### src/rtl/icache_assoc.sv
// Set-associative instruction cache: true-LRU replacement, multi-word blocks filled from word 0, whole-cache flush.
// Optional hit/miss performance counters are built when ICACHE_PERF_CNT_EN is defined.
module icache_assoc #(
  parameter int unsigned SETS          = 8,
  parameter int unsigned WAYS          = 2,
  parameter int unsigned WORDS_PER_BLK = 2
) (
  input  logic        CLK,
  input  logic        RST,
  input  logic        imemREN,
  input  logic [31:0] imemaddr,
  input  logic        iflush,
  output logic        ihit,
  output logic [31:0] imemload,
  output logic        iREN,
  output logic [31:0] iaddr,
  input  logic        iwait,
  input  logic [31:0] iload,
  output logic        flushing,
  output logic [31:0] hit_count,
  output logic [31:0] miss_count
);
  localparam int unsigned OBITS = $clog2(WORDS_PER_BLK);
  localparam int unsigned WB    = (OBITS > 0) ? OBITS : 1;
  localparam int unsigned IB    = $clog2(SETS);
  localparam int unsigned TW    = 30 - OBITS - IB;
  localparam int unsigned AB    = (WAYS > 1) ? $clog2(WAYS) : 1;

  typedef enum logic [1:0] {IDLE, FILL, FLUSH} state_t;

  state_t state_q, state_d;

  logic          valid_q [SETS][WAYS];
  logic [TW-1:0] tag_q   [SETS][WAYS];
  logic [AB-1:0] age_q   [SETS][WAYS];
  logic [31:0]   data_q  [SETS][WAYS][WORDS_PER_BLK];

  logic [TW-1:0] req_tag, miss_tag_q;
  logic [IB-1:0] req_idx, miss_idx_q, fcnt_q, touch_set;
  logic [WB-1:0] req_off, wcnt_q;
  logic [AB-1:0] hit_way, victim_d, victim_q, touch_way;
  logic          hit_any, fill_last, miss_start, touch_en, flush_pending_q;
  logic          addr_unused;

  assign req_tag     = imemaddr[31 -: TW];
  assign req_idx     = imemaddr[2 + OBITS +: IB];
  assign req_off     = WB'((imemaddr >> 2) & 32'(WORDS_PER_BLK - 1));
  assign addr_unused = ^imemaddr[1:0];

  // Lookup: first matching valid way wins (ways never alias within a set).
  always_comb begin
    hit_any = 1'b0;
    hit_way = '0;
    for (int unsigned w = 0; w < WAYS; w++) begin
      if (!hit_any && valid_q[req_idx][w] && (tag_q[req_idx][w] == req_tag)) begin
        hit_any = 1'b1;
        hit_way = AB'(w);
      end
    end
  end

  // Victim: lowest-index invalid way, otherwise the oldest way.
  always_comb begin
    logic found;
    found    = 1'b0;
    victim_d = '0;
    for (int unsigned w = 0; w < WAYS; w++) begin
      if (!found && !valid_q[req_idx][w]) begin
        found    = 1'b1;
        victim_d = AB'(w);
      end
    end
    for (int unsigned w = 0; w < WAYS; w++) begin
      if (!found && (age_q[req_idx][w] == AB'(WAYS - 1))) begin
        found    = 1'b1;
        victim_d = AB'(w);
      end
    end
  end

  assign fill_last  = (state_q == FILL) && !iwait && (wcnt_q == WB'(WORDS_PER_BLK - 1));
  assign miss_start = (state_q == IDLE) && (state_d == FILL);

  // State register.
  always_ff @(posedge CLK) begin
    if (RST) state_q <= IDLE;
    else     state_q <= state_d;
  end

  // Next-state logic; a pending or new flush takes priority over a lookup miss.
  always_comb begin
    state_d = state_q;
    case (state_q)
      IDLE: begin
        if (iflush || flush_pending_q)  state_d = FLUSH;
        else if (imemREN && !hit_any)   state_d = FILL;
      end
      FILL:    if (fill_last) state_d = IDLE;
      FLUSH:   if (fcnt_q == IB'(SETS - 1)) state_d = IDLE;
      default: state_d = IDLE;
    endcase
  end

  // Output logic.
  always_comb begin
    ihit     = (state_q == IDLE) && !flush_pending_q && imemREN && hit_any;
    imemload = ihit ? data_q[req_idx][hit_way][req_off] : '0;
    iREN     = (state_q == FILL);
    iaddr    = '0;
    if (iREN)
      iaddr = (32'(miss_tag_q) << (2 + OBITS + IB)) |
              (32'(miss_idx_q) << (2 + OBITS)) |
              (32'(wcnt_q) << 2);
    flushing = (state_q == FLUSH);
  end

  // Miss register, fill/flush counters and deferred flush request.
  always_ff @(posedge CLK) begin
    if (RST) begin
      miss_tag_q      <= '0;
      miss_idx_q      <= '0;
      victim_q        <= '0;
      wcnt_q          <= '0;
      fcnt_q          <= '0;
      flush_pending_q <= 1'b0;
    end else begin
      if (miss_start) begin
        miss_tag_q <= req_tag;
        miss_idx_q <= req_idx;
        victim_q   <= victim_d;
      end
      if ((state_q == FILL) && !iwait)
        wcnt_q <= fill_last ? '0 : wcnt_q + WB'(1);
      if ((state_q == FILL) && iflush)
        flush_pending_q <= 1'b1;
      else if ((state_q == IDLE) && (state_d == FLUSH))
        flush_pending_q <= 1'b0;
      if (state_q == FLUSH)
        fcnt_q <= (fcnt_q == IB'(SETS - 1)) ? '0 : fcnt_q + IB'(1);
    end
  end

  // A way becomes most-recent on a hit or when its fill completes; both cannot coincide.
  always_comb begin
    touch_en  = ihit || fill_last;
    touch_set = ihit ? req_idx : miss_idx_q;
    touch_way = ihit ? hit_way : victim_q;
  end

  always_ff @(posedge CLK) begin
    if (RST) begin
      for (int unsigned s = 0; s < SETS; s++)
        for (int unsigned w = 0; w < WAYS; w++) begin
          valid_q[s][w] <= 1'b0;
          age_q[s][w]   <= AB'(w);
        end
    end else if (state_q == FLUSH) begin
      for (int unsigned w = 0; w < WAYS; w++) begin
        valid_q[fcnt_q][w] <= 1'b0;
        age_q[fcnt_q][w]   <= AB'(w);
      end
    end else begin
      if (fill_last)
        valid_q[miss_idx_q][victim_q] <= 1'b1;
      if (touch_en) begin
        for (int unsigned w = 0; w < WAYS; w++) begin
          if (AB'(w) == touch_way)
            age_q[touch_set][w] <= '0;
          else if (age_q[touch_set][w] < age_q[touch_set][touch_way])
            age_q[touch_set][w] <= age_q[touch_set][w] + AB'(1);
        end
      end
    end
  end

  always_ff @(posedge CLK) begin
    if (!RST && (state_q == FILL) && !iwait) begin
      data_q[miss_idx_q][victim_q][wcnt_q] <= iload;
      if (fill_last)
        tag_q[miss_idx_q][victim_q] <= miss_tag_q;
    end
  end

`ifdef ICACHE_PERF_CNT_EN
  logic [31:0] hit_cnt_q, miss_cnt_q;

  always_ff @(posedge CLK) begin
    if (RST) begin
      hit_cnt_q  <= '0;
      miss_cnt_q <= '0;
    end else begin
      if (ihit)       hit_cnt_q  <= hit_cnt_q + 32'd1;
      if (miss_start) miss_cnt_q <= miss_cnt_q + 32'd1;
    end
  end

  assign hit_count  = hit_cnt_q;
  assign miss_count = miss_cnt_q;
`else
  assign hit_count  = '0;
  assign miss_count = '0;
`endif

endmodule
### config.mk
export PLATFORM = sky130hd
export DESIGN_NAME = icache_assoc
export DESIGN_NICKNAME = d
export VERILOG_FILES = /design/src/rtl/icache_assoc.sv
export SDC_FILE = /design/constraint.sdc
export NUM_CORES = 1
export LEC_CHECK = 0
export CORE_MARGIN = 4
export CORE_UTILIZATION = 45
export DETAILED_ROUTE_END_ITERATION = 6
export PLACE_DENSITY = 0.72
export SLEW_MARGIN = 5
export SYNTH_ARGS = -nofsm -noshare
export SYNTH_HDL_FRONTEND = slang
export SYNTH_SLANG_ARGS = --single-unit
### constraint.sdc
create_clock -name CLK -period 4.95 [get_ports CLK]
set_input_delay 0.495 -clock CLK [delete_from_list [all_inputs] [get_ports CLK]]
set_output_delay 0.495 -clock CLK [all_outputs]
set_load 0.1 [all_outputs]
==> run_results.csv <==
group,metric,value,unit
drt,drc,0,
floorplan,fp.dieW,372.8,um
finish,area_growth,17.40,%
floorplan,die_area,139000,um2
finish,stdcell_count,5161,
synth,synthesis.area,59880,um2
global_routing,use_met1,27.20,%
hold_path,hold_path.class,"in -> reg",
finish,nets,3356,
synth,yosys.area_share.simple,2.566,%
run,drv_cap,0,
clock_tree,htreeDepth,4,
sta,whs,0.2577,ns
floorplan,ioPinCount,200,
synth,synthAdderAreaFrac,0.04179,%
synth,synth.distinct_cells,60,
synth,synth_common_cells,"1471 x edfxtp_1, 348 x mux4_2, 188 x mux2i_1, 159 x nor2_1, 100 x clkbuf_1",
status,status,"finished with violations",
worst_setup_path,worstSetupStartpointType,"input pin",
synth,synth_area_leader_cell,"edfxtp_1",
sta,relSlewSlack,16.69,%
synth,ys.flop_type,"edfxtp_1",
worst_setup_path,path_common_cell,"buf_12",
worst_setup_path,crit_type,"in -> out",
clock_tree,numCtsBuffers,150,
drt,ant_nets,0,
floorplan,rows,133,
global_routing,grt_pass1_wl,207.2,mm
synth,synth_seq_cells,1509,
power_and_ir_drop,irDropWorstVdd,0.3501,mV
drt,vias,30060,
synth,muxShareOfSynthArea,17.15,%
worst_setup_path,crit_required,4.45,ns
clock_tree,cts_tree,"built",
global_routing,grt_pass1_vias,30520,
finish,fill_cells,9885,
global_routing,antenna_found_initial,11,
synth,synth_top_area_share,73.76,%
worst_setup_path,end_kind,"output pin",
sta,fin_crit,5.006,ns
placed_design,dp.cells,4875,
global_routing,grt_max_degree,152,
power_and_ir_drop,p_per_area,374.6,nW/um2
sta,fin_crit_sh,101.1,%
floorplan,core_area,131800,um2
synth,synthXorXnorAreaFrac,0.6289,%
worst_setup_path,critPathSlowestCell,"mux4_2",
sta,setup_viol,13,
sta,skew,0.03531,ns
global_routing,grt_overflow,0,
placed_design,dp_slack,-0.2740,ns
clock_tree,cts.sinks,1509,
finish,utilization,53.34,%
synth,netlist_instances,2949,
synth,yosysSeqAreaShare,75.03,%
worst_setup_path,critical_path.max_fanout,16,
drt,dr.pass1.iters,5,
floorplan,initial_core_util,45.44,%
clock_tree,clkTransAtPathRegs,0.06,ns
synth,post-synth-top-count-cell,"edfxtp_1",
clock_tree,ctsHoldBuffers,0,
finish,multi_input_area,14760,um2
synth,synth_top_family_by_area,"multiplexers",
synth,synth-compound-area-share,2.355,%
synth,avgSynthCellArea,20.31,um2
drt,drt-initial-drc-count,3249,
drt,wl,141.8,mm
drt,wire_per_inst,27.48,um
sta,final.setup.worst_slack,-0.05639,ns
global_routing,grt_use_total,20.25,%
power_and_ir_drop,power,26.34,mW
sta,final_max_slew_viol_count,0,
sta,worst_pin_slew,1.246,ns
placed_design,hpwl,76.86,mm
power_and_ir_drop,leakage,23.32,nW
sta,finalHoldViolCount,0,
worst_setup_path,worstPathArrival,4.51,ns
sta,rsz0062_at_grt,"yes",
finish,design_area,70310,um2
synth,synth-async-reset-ratio,0,%
synth,synthTopCellsByArea,"edfxtp_1 74%, mux4_2 13%, mux2i_1 3.1%",
placed_design,gp_congestion,0.7906,
finish,drive_gt1_share,29.13,%
synth,synth_edf_count,1471,
sta,tns,-0.3301,ns
clock_tree,clk_path_buf_depth,3,
floorplan,die_y,372.8,um
global_routing,use_met3,4.635,%
sta,fmax,0.1997,GHz
global_routing,grt_util_met2,33.27,%
drt,viasPerCell,5.825,
placed_design,place_area,65030,um2
clock_tree,root_buffer,"clkbuf_16",
clock_tree,clk_latency,0.79,ns
status,violations,"setup timing",
worst_setup_path,slowest_delay,0.51,ns
worst_setup_path,path_cells,"buf_8, buf_4, buf_4, nor2_1, buf_12, a221oi_1, xor2_1, nor4_1, buf_4, nand2_1, nor4b_4, buf_12, buf_12, buf_12, mux4_2, inv_2, a21oi_4, buf_12",
synth,synth_warnings,0,
placed_design,portBuffers,131,
finish,seqCellArea,44930,um2
global_routing,gr-max-usage-layer,"met2",
-- worst paths after layout --
path                startpoint            to  slack (ns)  cells after the start
setup / recovery   imemaddr[3]  imemload[14]       -0.06                     18
setup reg to reg  tag_q[3][28]   age_q[4][1]        0.37                     16
hold / removal             RST        wcnt_q        0.26                      2
hold reg to reg      fcnt_q[1]     fcnt_q[1]        0.50                      2
-- where the power goes --
group	leakage (nW)	switching, mW	internal [mW]	total (mW)
Combinational	7.04	0.920	0.527	1.45
Clock	2.27	4.71	6.07	10.8
Sequential	14.0	0.0632	14.0	14.1
Total	23.3	5.70	20.6	26.3
-- layout make-up --
type / instances / area share (%)
flip-flops and latches: 1509 / 63.91
multi-input cells: 1240 / 20.99
clock buffers: 202 / 5.851
repair buffers: 340 / 5.056
well taps: 1755 / 3.123
clock inverters: 64 / 0.8044
inverters: 44 / 0.2349
diodes: 7 / 0.02492
-- routing by layer --
metal | vias up | part of all wire (%)
met4 | 4 | 2.6
met3 | 232 | 8.7
met5 | - | 0.018
met1 | 15840 | 39
li1 | 12590 | -
met2 | 1399 | 50
-- state kept, by name (all words and copies together), names as in the netlist --
signal	count
fcnt_q	3
wcnt_q	1
state_q	2
valid_q	16
age_q	16
miss_tag_q	26
victim_q	1
data_q	1024
flush_pending_q	1
tag_q	416
miss_idx_q	3
-- layout by cell type, fill, tap and decap left out, types with 15 or more instances in the layout --
cell type        count
a21oi_1             34
clkinv_1            31
mux2_2              45
buf_4              179
and2_1              32
nand2_1             51
buf_12              53
mux2i_1            183
nor2_1             110
dfxtp_1             38
clkinv_2            18
o21bai_1            30
nor2_4              48
a221oi_1            15
edfxtp_1          1471
a21oi_4             27
clkdlybuf4s50_1     93
a21oi_2             17
inv_2               31
clkbuf_16          154
mux4_2             348
o21ai_0             20
clkbuf_1            40
conb_1              66
xor2_1              34
o22ai_1             21
-- worst max-delay path: cells and delay by family --
| family | cells | cell delay [ns] |
|---|---|---|
| buffers and inverters | 10 | 1.93 |
| and+or+nand+nor | 4 | 0.96 |
| xor gates and xnor gates | 1 | 0.21 |
| AOI/OAI and AO/OA | 2 | 0.37 |
| muxes | 1 | 0.51 |
-- repair_timing --
item	CTS	global route
setup endpoints to repair	32	32
pin swaps	27	28
resized for setup	62	41
buffers inserted	13	3
gates cloned	3	0
-- cells by family after synthesis --
group | Yosys count
mux | 585
simple gates | 328
buf+inv | 265
xor+xnor | 43
fa+ha+maj | 2
compound gates | 216
flops | 1509
other cells | 1
(Power assumes the default switching activity.)
